## config.mk

```make
export PLATFORM = sky130hd
export DESIGN_NAME = tic_toc_game_ctrl
export DESIGN_NICKNAME = d
export VERILOG_FILES = /design/src/rtl/tic_toc_game_ctrl.sv
export SDC_FILE = /design/constraint.sdc
export NUM_CORES = 1
export LEC_CHECK = 0
export BUFFER_PORTS_ARGS = -buffer_cell sky130_fd_sc_hd__buf_2
export CAP_MARGIN = 20
export CORE_MARGIN = 2
export CORE_UTILIZATION = 53
export DETAILED_ROUTE_END_ITERATION = 10
export PLACE_DENSITY = 0.87
export SYNTH_ARGS = -nofsm -noshare
export SYNTH_HDL_FRONTEND = slang
export SYNTH_SLANG_ARGS = --single-unit
```

## constraint.sdc

```tcl
create_clock -name clk -period 3.6 [get_ports clk]
set_input_delay 0.54 -clock clk [delete_from_list [all_inputs] [get_ports clk]]
set_output_delay 0.54 -clock clk [all_outputs]
set_load 0.05 [all_outputs]
```

## src/rtl/tic_toc_game_ctrl.sv

```systemverilog
// -----------------------------------------------------------------------------
// tic_toc_game_ctrl
//
// Turn sequencer and referee for the tic-tac-toe board datapath. It alternates
// move eligibility between player and computer, validates each one-hot move
// request against a shadow board, turns accepted moves into single-cycle
// one-hot write strobes, and detects win, draw and turn timeout.
//
// Ports:
//   clk            system clock, rising edge
//   reset_n        asynchronous active-low reset
//   start          begin a new game (honoured in IDLE and DONE only)
//   first_is_comp  sampled with start: 1 = computer moves first
//   plyr_valid     player request qualifier
//   plyr_move      player one-hot position request, bit0 = p1 .. bit8 = p9
//   comp_valid     computer request qualifier
//   comp_move      computer one-hot position request
//   plyr_turn      player is eligible to mark
//   comp_turn      computer is eligible to mark
//   plyr_wr        one-cycle write strobe for an accepted player move
//   comp_wr        one-cycle write strobe for an accepted computer move
//   invalid_move   one-cycle pulse when the active side's request is rejected
//   no_space       all 9 positions occupied
//   game_over      high while the game is finished
//   winner         00 none/draw, 01 player, 10 computer
//   move_count     accepted moves this game, 0..9
//   board          shadow board {p9..p1}, 2 bits each: 00 empty, 01 plyr, 10 comp
//   timeout        game ended by a turn timeout
// -----------------------------------------------------------------------------
module tic_toc_game_ctrl #(
    parameter int unsigned TIMEOUT_CYCLES = 0,
    parameter int unsigned CNT_W          = 16
) (
    input  logic        clk,
    input  logic        reset_n,
    input  logic        start,
    input  logic        first_is_comp,
    input  logic        plyr_valid,
    input  logic [8:0]  plyr_move,
    input  logic        comp_valid,
    input  logic [8:0]  comp_move,
    output logic        plyr_turn,
    output logic        comp_turn,
    output logic [8:0]  plyr_wr,
    output logic [8:0]  comp_wr,
    output logic        invalid_move,
    output logic        no_space,
    output logic        game_over,
    output logic [1:0]  winner,
    output logic [3:0]  move_count,
    output logic [17:0] board,
    output logic        timeout
);

    typedef enum logic [2:0] {S_IDLE, S_PLYR, S_COMP, S_CHECK, S_DONE} state_t;

    localparam logic [1:0] CODE_PLYR = 2'b01;
    localparam logic [1:0] CODE_COMP = 2'b10;

    // Counter value on the last allowed cycle of a turn; meaningless when the
    // timeout is disabled, which the enable bit guards.
    localparam bit             TIMEOUT_EN = (TIMEOUT_CYCLES != 0);
    localparam logic [CNT_W-1:0] TO_LAST  = CNT_W'(TIMEOUT_CYCLES - 1);

    state_t           state, state_nxt;
    logic [17:0]      board_nxt;
    logic [3:0]       count_nxt;
    logic [1:0]       winner_nxt;
    logic             timeout_nxt;
    logic [8:0]       plyr_wr_nxt, comp_wr_nxt;
    logic             invalid_nxt;
    logic [CNT_W-1:0] cnt, cnt_nxt;
    logic             mover_comp, mover_comp_nxt;

    logic             act_valid;
    logic [8:0]       act_move;
    logic             one_hot;
    logic             occupied;
    logic             legal;

    // True if any of the 8 lines is fully owned by the given side code.
    function automatic logic line_owned(input logic [17:0] b, input logic [1:0] code);
        logic [8:0] own;
        for (int i = 0; i < 9; i++) own[i] = (b[2*i +: 2] == code);
        return (own[0] & own[1] & own[2]) | (own[3] & own[4] & own[5]) |
               (own[6] & own[7] & own[8]) | (own[0] & own[3] & own[6]) |
               (own[1] & own[4] & own[7]) | (own[2] & own[5] & own[8]) |
               (own[0] & own[4] & own[8]) | (own[2] & own[4] & own[6]);
    endfunction

    function automatic logic board_full(input logic [17:0] b);
        logic full;
        full = 1'b1;
        for (int i = 0; i < 9; i++) full &= (b[2*i +: 2] != 2'b00);
        return full;
    endfunction

    // Only the side whose turn it is gets looked at; the other is ignored.
    always_comb begin
        act_valid = 1'b0;
        act_move  = '0;
        if (state == S_PLYR) begin
            act_valid = plyr_valid;
            act_move  = plyr_move;
        end else if (state == S_COMP) begin
            act_valid = comp_valid;
            act_move  = comp_move;
        end
    end

    always_comb begin
        one_hot  = (act_move != 9'd0) && ((act_move & (act_move - 9'd1)) == 9'd0);
        occupied = 1'b0;
        for (int i = 0; i < 9; i++) occupied |= act_move[i] & (board[2*i +: 2] != 2'b00);
        legal    = act_valid && one_hot && !occupied;
    end

    // NOTE: every signal driven here gets a default first, so no path leaves
    // it unassigned and no latch is inferred.
    always_comb begin
        state_nxt      = state;
        board_nxt      = board;
        count_nxt      = move_count;
        winner_nxt     = winner;
        timeout_nxt    = timeout;
        plyr_wr_nxt    = '0;
        comp_wr_nxt    = '0;
        invalid_nxt    = 1'b0;
        cnt_nxt        = cnt;
        mover_comp_nxt = mover_comp;

        unique case (state)
            S_IDLE, S_DONE: begin
                if (start) begin
                    board_nxt   = '0;
                    count_nxt   = '0;
                    winner_nxt  = 2'b00;
                    timeout_nxt = 1'b0;
                    cnt_nxt     = '0;
                    state_nxt   = first_is_comp ? S_COMP : S_PLYR;
                end
            end

            S_PLYR, S_COMP: begin
                if (legal) begin
                    for (int i = 0; i < 9; i++)
                        if (act_move[i])
                            board_nxt[2*i +: 2] = (state == S_COMP) ? CODE_COMP : CODE_PLYR;
                    if (state == S_COMP) comp_wr_nxt = act_move;
                    else                 plyr_wr_nxt = act_move;
                    count_nxt      = move_count + 4'd1;
                    mover_comp_nxt = (state == S_COMP);
                    state_nxt      = S_CHECK;
                end else begin
                    invalid_nxt = act_valid;
                    // A rejected request does not restart the turn timer.
                    if (TIMEOUT_EN && cnt == TO_LAST) begin
                        winner_nxt  = (state == S_COMP) ? CODE_PLYR : CODE_COMP;
                        timeout_nxt = 1'b1;
                        state_nxt   = S_DONE;
                    end else if (TIMEOUT_EN) begin
                        cnt_nxt = cnt + CNT_W'(1);
                    end
                end
            end

            S_CHECK: begin
                if (line_owned(board, mover_comp ? CODE_COMP : CODE_PLYR)) begin
                    winner_nxt = mover_comp ? CODE_COMP : CODE_PLYR;
                    state_nxt  = S_DONE;
                end else if (move_count == 4'd9) begin
                    winner_nxt = 2'b00;
                    state_nxt  = S_DONE;
                end else begin
                    cnt_nxt   = '0;
                    state_nxt = mover_comp ? S_PLYR : S_COMP;
                end
            end

            default: state_nxt = S_IDLE;
        endcase
    end

    // NOTE: sequential state uses non-blocking assignments so every register
    // samples the pre-edge values regardless of statement order.
    always_ff @(posedge clk or negedge reset_n) begin
        if (!reset_n) state <= S_IDLE;
        else          state <= state_nxt;
    end

    always_ff @(posedge clk or negedge reset_n) begin
        if (!reset_n) begin
            board        <= '0;
            move_count   <= '0;
            winner       <= 2'b00;
            timeout      <= 1'b0;
            plyr_wr      <= '0;
            comp_wr      <= '0;
            invalid_move <= 1'b0;
            no_space     <= 1'b0;
            cnt          <= '0;
            mover_comp   <= 1'b0;
        end else begin
            board        <= board_nxt;
            move_count   <= count_nxt;
            winner       <= winner_nxt;
            timeout      <= timeout_nxt;
            plyr_wr      <= plyr_wr_nxt;
            comp_wr      <= comp_wr_nxt;
            invalid_move <= invalid_nxt;
            // Registered alongside the board so it rises with the 9th write.
            no_space     <= board_full(board_nxt);
            cnt          <= cnt_nxt;
            mover_comp   <= mover_comp_nxt;
        end
    end

    assign plyr_turn = (state == S_PLYR);
    assign comp_turn = (state == S_COMP);
    assign game_over = (state == S_DONE);

endmodule
```

=== Yosys cells after proc, flatten, opt, wreduce, memory -nomap -nowiden ===
Cells that the tools add are included.

* $add $sub $neg: 2
* Equality and inequality tests: 17
* Multiplexer cells: 40
* Bitwise gates (word level): 49
* Reductions and logical operators: 33

{| class="wikitable"
|+ Operator list
! cell !! number
|-
| 2-to-1 mux 9 bit || 8
|-
| nonzero test 2 bit || 20
|-
| 2-to-1 mux 18 bit || 2
|-
| case mux 18 bit (2 select lines) || 1
|-
| AND 1 bit || 33
|-
| 2-to-1 mux 2 bit || 16
|-
| == test 2 bit || 9
|-
| bitwise OR 1 bit || 15
|-
| 2-to-1 mux 3 bit || 4
|-
| AND 9 bit || 1
|-
| zero test 9 bit || 1
|-
| case mux 3 bit (3 select lines) || 1
|-
| nonzero test 9 bit || 1
|-
| subtractor 9 x 1 -> 9 bit, second input constant || 1
|-
| 2-to-1 mux 4 bit || 2
|-
| case mux 4 bit (2 select lines) || 1
|-
| == test 3 x 2 -> 1 bit, second input constant || 2
|-
| AND reduction 3 bit || 2
|-
| adder 4 x 1 -> 4 bit, second input constant || 1
|-
| == test 4 bit, second input constant || 1
|-
| 2-to-1 mux 1 bit || 4
|-
| != test 2 bit, second input constant || 2
|-
| case mux 2 bit (2 select lines) || 1
|-
| AND reduction 2 bit || 2
|-
| 7 further kinds || 10
|}

* Register bits after elaboration: 48
* Input bits: 24
* Output and inout port bits: 48
* Logic and storage cells: 150

=== Longest topological paths before layout ===
* Depth in word-level cells: 25
* Gate-level depth with buffers: 14
* Mapped depth without buffers: 11

=== Least setup slack after synthesis ===
Ideal clock, no wire load.

* Kind: register to register
* Start: reg state[0]
* End: reg move_count[3]
* Data arrival time: 2.681 ns
* Setup slack: 0.841 ns
* Cell stages (with the launch flop): 14
* Path buffers: 3
* Cells stage by stage: dfrtp_1 nor2b_1 buf_6 nand2_4 inv_2 buf_6 a22oi_4 o221ai_1 nor4_2 nand2_1 a211o_1 buf_2 or3_1 a21oi_1

* Elaborated cells between the ends (all ways): 40

{| class="wikitable"
|+ RTL lines
! item !! RTL line !! RTL
|-
| start: declaration || 65 || <nowiki>state_t state, state_nxt;</nowiki>
|-
| start signal: assignment || 188 || <nowiki>else state <= state_nxt;</nowiki>
|-
| == test 3 x 1 -> 1 bit * || n/a ||
|-
| named net plyr_turn || 42 || <nowiki>output logic plyr_turn,</nowiki>
|-
| branches (longest 14 deep; another with subtractor 9 x 1 -> 9 bit) || n/a ||
|-
| end signal: assignment || 205 || <nowiki>move_count <= count_nxt;</nowiki>
|-
| end: declaration || 50 || <nowiki>output logic [3:0] move_count,</nowiki>
|}

Mark *: on every way through the listed nets, which the timed path passes.
A chain may end at the register's enable or synchronous reset.

=== Worst setup path in the final report ===
* Start: reg state[0]
* End: reg board[1]

* Word-level cells in the longest chain between the ends: 16
* Elaborated cells between the ends (all ways): 39

{| class="wikitable"
|+ RTL lines
! item !! RTL line !! RTL
|-
| branches (longest 15 deep; another with subtractor 9 x 1 -> 9 bit) || n/a ||
|-
| case mux 18 bit (2 select lines) * || 132 || <nowiki>unique case (state)</nowiki>
|-
| named net board_nxt[1] || 66 || <nowiki>logic [17:0] board_nxt;</nowiki>
|-
| end signal: assignment || 204 || <nowiki>board <= board_nxt;</nowiki>
|-
| end: declaration || 51 || <nowiki>output logic [17:0] board,</nowiki>
|}

Marks and branches as above.

==> results.md <==
Outcome:
- The flow ran to the end, and the final reports show no timing, DRC or antenna violations.

Worst setup path:
- Walking the worst path, the cells encountered are nor2b_1, nand2_4, inv_2, a22o_1, nand4_1, nor3_1, nor3_2, a211o_1, nor2_1, o21ai_0, o2bb2ai_1.
- The worst setup path is of the register to register kind.
- The arrival time of data at the critical path endpoint is 3.61 ns.
- Along the worst path, the maximum fanout reaches 11.
- The cell with the largest stage delay on the worst path is sky130_fd_sc_hd__nor2b_1.
- The startpoint type of the worst setup path is a register.
- The delay of the slowest critical-path stage is 0.73 ns.
- The type of element capturing the critical path is a register.
- The data required time at the worst endpoint is 3.79 ns.

Global route:
- The initial antenna violation count came to 0.
- The global-route wire length before repair is 11.21 mm.
- The via count of the first global-routing pass came to 2377.
- The aggregate global routing overflow is 0.
- Global routing used 26.33% of the available tracks across all layers.
- The maximum number of pins on one net before global-route repair is 49.

Detailed routing:
- The detail route stage leaves a number of antenna-violating nets equal to 0.
- Summing over every cut layer, the via total after detailed routing is 2610.
- Using the TritonRoute via totals, the vias-per-cell ratio works out to 6.185.
- After the first detailed-routing iteration, the DRC count stood at 294.
- After detailed routing, the average wire length per cell comes to 16.86 um.
- The total iterations of the first detailed-routing run is 5.
- In the routed design, unresolved DRC markers number 0.
- The final wirelength is 7.116 mm.

Clock tree:
- Post-CTS repair changed the size of 0 cells.
- The buffer cell driving the clock tree root is sky130_fd_sc_hd__clkbuf_8.
- After clock tree synthesis, the flow added hold-fix buffers numbering 0.
- The clock transition at the registers of the reported paths is 0.08 ns.
- TritonCTS created 5 clock buffers.
- The number of setup buffers added after CTS is 0.
- The number of sinks handled by clock tree synthesis is 48.
- The level count of the clock H-tree is 2.
- TritonCTS built the clock tree.
- Counting along the longest clock path gives a buffer depth of 2.
- The clock latency reported for the late side of the worst-skew pair is 0.30 ns.

Logic synthesis:
- The number of enable-type register cells in the synthesized netlist is 0.
- The number of storage elements in the synthesis netlist is 48.
- Synthesis produced a netlist whose cell count is 285.
- The share of synthesized area in the top cell type comes to 44.51%.
- The Yosys step of the flow raised 0 warnings.
- The distinct cell type count after synthesis is 63.
- The post-synthesis net count is 311.
- For this run, asynchronously set or reset flops after synthesis account for 100.0%.
- The largest total area in the synthesized netlist belongs to sky130_fd_sc_hd__dfrtp_1.
- The synthesized area per cell is 9.470 sq um.
- The commonest register cell after synthesis is sky130_fd_sc_hd__dfrtp_1.
- Summing the sequential cell areas from Yosys gives 44.51% of the chip area.
- The netlist area before placement is 2699 sq um.
- By area the synthesized netlist is led by sky130_fd_sc_hd__dfrtp_1, sky130_fd_sc_hd__nor2_1, sky130_fd_sc_hd__a21o_1.

Pwr:
- The worst-case IR drop observed on VDD is 0.0005020 V.
- The cell area power density is 789.0 nW/um^2.
- The leakage power is 1.620 nW.

Placement:
- The placed instances occupy a cell area of 3095 sq um.
- The placed wire-length estimate after detailed placement is 5.265 mm.
- The congestion estimate from routability-driven global placement came to 0.9234.
- Including well taps, the total number of placed cells is 414.
- The count of buffers added on input and output ports is 70.

Die:
- The count of boundary I/O pins is 72.
- The die covers 5679 sq um.
- The die is 75.36 um tall.
- The die is 75.36 um wide.
- The initial utilization of the core area, before any placement, comes to 56.03%.
- The floorplan has 25 rows.
- The core outline area is 4817 sq um.

Timing:
- The max-slew violation total from the final report was 0.
- The worst path uses 94.83% of the clock period.
- Setup repair after global routing left no endpoint under its margin.
- Setup violations remaining at the end of the flow were counted as 0.
- Summed over all failing endpoints, the final setup total negative slack is 0 ns.
- The largest clock skew in the final design is 0.005256 ns.
- The number of endpoints with negative hold slack in the final report is 0.
- Static timing analysis puts the maximum clock frequency at 0.2929 GHz.
- At the pin with the least slew margin, the transition time is 0.8524 ns.
- The final critical-path required period is 3.414 ns.
- The max-slew headroom at the worst pin is 43.06%.

Layout:
- The number of nets in the layout is 381.
- The number of diodes added for antenna fixing is 0.
- Compared with the post-synthesis result, the final layout area differs by 18.68%.
- The share of layout cells above drive strength 1 is 28.45%.
- The post-route standard cell area excluding fillers is 3203 sq um.
- The number of cells in the finished layout apart from fillers is 422.
- The share of the core filled with cells is 66.49%.

Hold path:
- The tightest min-delay check is of the input port to async pin type.

Flow run:
- The number of max-cap violations is 0.
-- metrics by stage --
step           power [mW]  setup WS (ns)  hold slack (ns)
2_1_floorplan       1.863         0.8413           0.2444
3_3_place_gp        2.151         0.4302           0.4797
3_5_place_dp        2.193         0.2183           0.4737
4_1_cts             2.491         0.1837           0.4445
5_1_grt             2.662        0.01700           0.2437
6_report            2.527         0.1862           0.2066
-- cell usage in the layout, fill, tap and decap left out, drive strengths merged, types with 4 or more instances in the layout --
master   count
a21o        12
nand2       23
inv         11
and3         4
o22ai       12
buf         76
dfrtp       48
nor3         4
nor2b        9
o21ai       15
nand3        6
a32oi        6
nor2        36
a21oi        8
nand2b      14
nand3b       5
nand4        6
clkbuf       6
o2bb2ai      5
-- flip-flops by register name, indices dropped and copies added, names as in the netlist --
register      count
board            18
plyr_wr           9
move_count        4
no_space          1
state             3
mover_comp        1
invalid_move      1
comp_wr           9
winner            2
-- worst max-delay path: cells and delay by family (launching register included) --
kind	cells	cell delay (ns)
compound gates	4	0.96
buf+inv	1	0.24
flops	1	0.50
simple gates	6	1.60
-- power by group --
group / switching [mW] / internal, mW
Sequential: 0.121 / 0.630
Combinational: 1.03 / 0.447
Clock: 0.172 / 0.132
-- area by class of cell --
cell class	instances	area (sq um)
fill	408	1614
inverter	11	41.29
clock buffer	6	72.57
timing repair buffer	76	415.4
sequential	48	1201
clock inverter	1	5.005
tap	67	83.83
multi-input combinational	213	1384
-- kinds of logic (layout without fill, tap and decap cells) --
logic type | count (synthesis) | after routing | share of synthesized area, %
and+or+nand+nor | 117 | 117 | 22.81
AOI/OAI and AO/OA | 91 | 91 | 26.61
DFF | 48 | 48 | 44.51
buffers and inverters | 24 | 94 | 4.311
adders and majority gates | 2 | 2 | 0.9271
other | 1 | 1 | 0.1389
xor gates and xnor gates | 1 | 1 | 0.3246
muxes | 1 | 1 | 0.3709
-- synthesized netlist by cell type (2+ instances only) --
| master | number |
|---|---|
| sky130_fd_sc_hd__or2_2 | 2 |
| sky130_fd_sc_hd__nor3b_1 | 2 |
| sky130_fd_sc_hd__nand2_1 | 21 |
| sky130_fd_sc_hd__nor2_1 | 36 |
| sky130_fd_sc_hd__buf_2 | 6 |
| sky130_fd_sc_hd__inv_2 | 3 |
| sky130_fd_sc_hd__o21ai_1 | 4 |
| sky130_fd_sc_hd__a21oi_1 | 8 |
| sky130_fd_sc_hd__a32oi_2 | 2 |
| sky130_fd_sc_hd__a31oi_1 | 3 |
| sky130_fd_sc_hd__nand2b_1 | 14 |
| sky130_fd_sc_hd__dfrtp_1 | 48 |
| sky130_fd_sc_hd__o32ai_1 | 3 |
| sky130_fd_sc_hd__o211ai_1 | 2 |
| sky130_fd_sc_hd__nor3_1 | 3 |
| sky130_fd_sc_hd__o22ai_1 | 12 |
| sky130_fd_sc_hd__nand3_1 | 6 |
| sky130_fd_sc_hd__a211o_1 | 2 |
| sky130_fd_sc_hd__nor2b_1 | 9 |
| sky130_fd_sc_hd__clkbuf_1 | 4 |
| sky130_fd_sc_hd__a22oi_1 | 2 |
| sky130_fd_sc_hd__and2_1 | 2 |
| sky130_fd_sc_hd__a211oi_1 | 2 |
| sky130_fd_sc_hd__o21ai_0 | 11 |
| sky130_fd_sc_hd__nand4_1 | 5 |
| sky130_fd_sc_hd__nand3b_1 | 5 |
| sky130_fd_sc_hd__buf_6 | 2 |
| sky130_fd_sc_hd__inv_1 | 8 |
| sky130_fd_sc_hd__and3_1 | 4 |
| sky130_fd_sc_hd__o21a_1 | 2 |
| sky130_fd_sc_hd__a32oi_1 | 3 |
| sky130_fd_sc_hd__a32o_1 | 2 |
| sky130_fd_sc_hd__a21o_1 | 12 |
| sky130_fd_sc_hd__o2bb2ai_1 | 5 |
| sky130_fd_sc_hd__ha_1 | 2 |
-- path summary, 6_finish.rpt --
check	from	endpoint	slack [ns]	cells past startpoint
setup / recovery	state[0]	board[1]	0.19	11
hold / removal	reset_n	board[1]	0.21	1
setup reg to reg	state[0]	board[1]	0.19	11
hold reg to reg	winner[0]	winner[0]	0.49	1
max in group asynchronous	reset_n	plyr_wr[6]	2.89	2
min in group clk	start	state[2]	0.45	2
-- metal layers --
metal	global-route usage, %	share of wire (%)
met1	36.50	41
met5	0	0
met4	9.357	1.9
met3	5.423	8.7
met2	41.26	48
No activity file was read; power rests on OpenSTA's default activity.
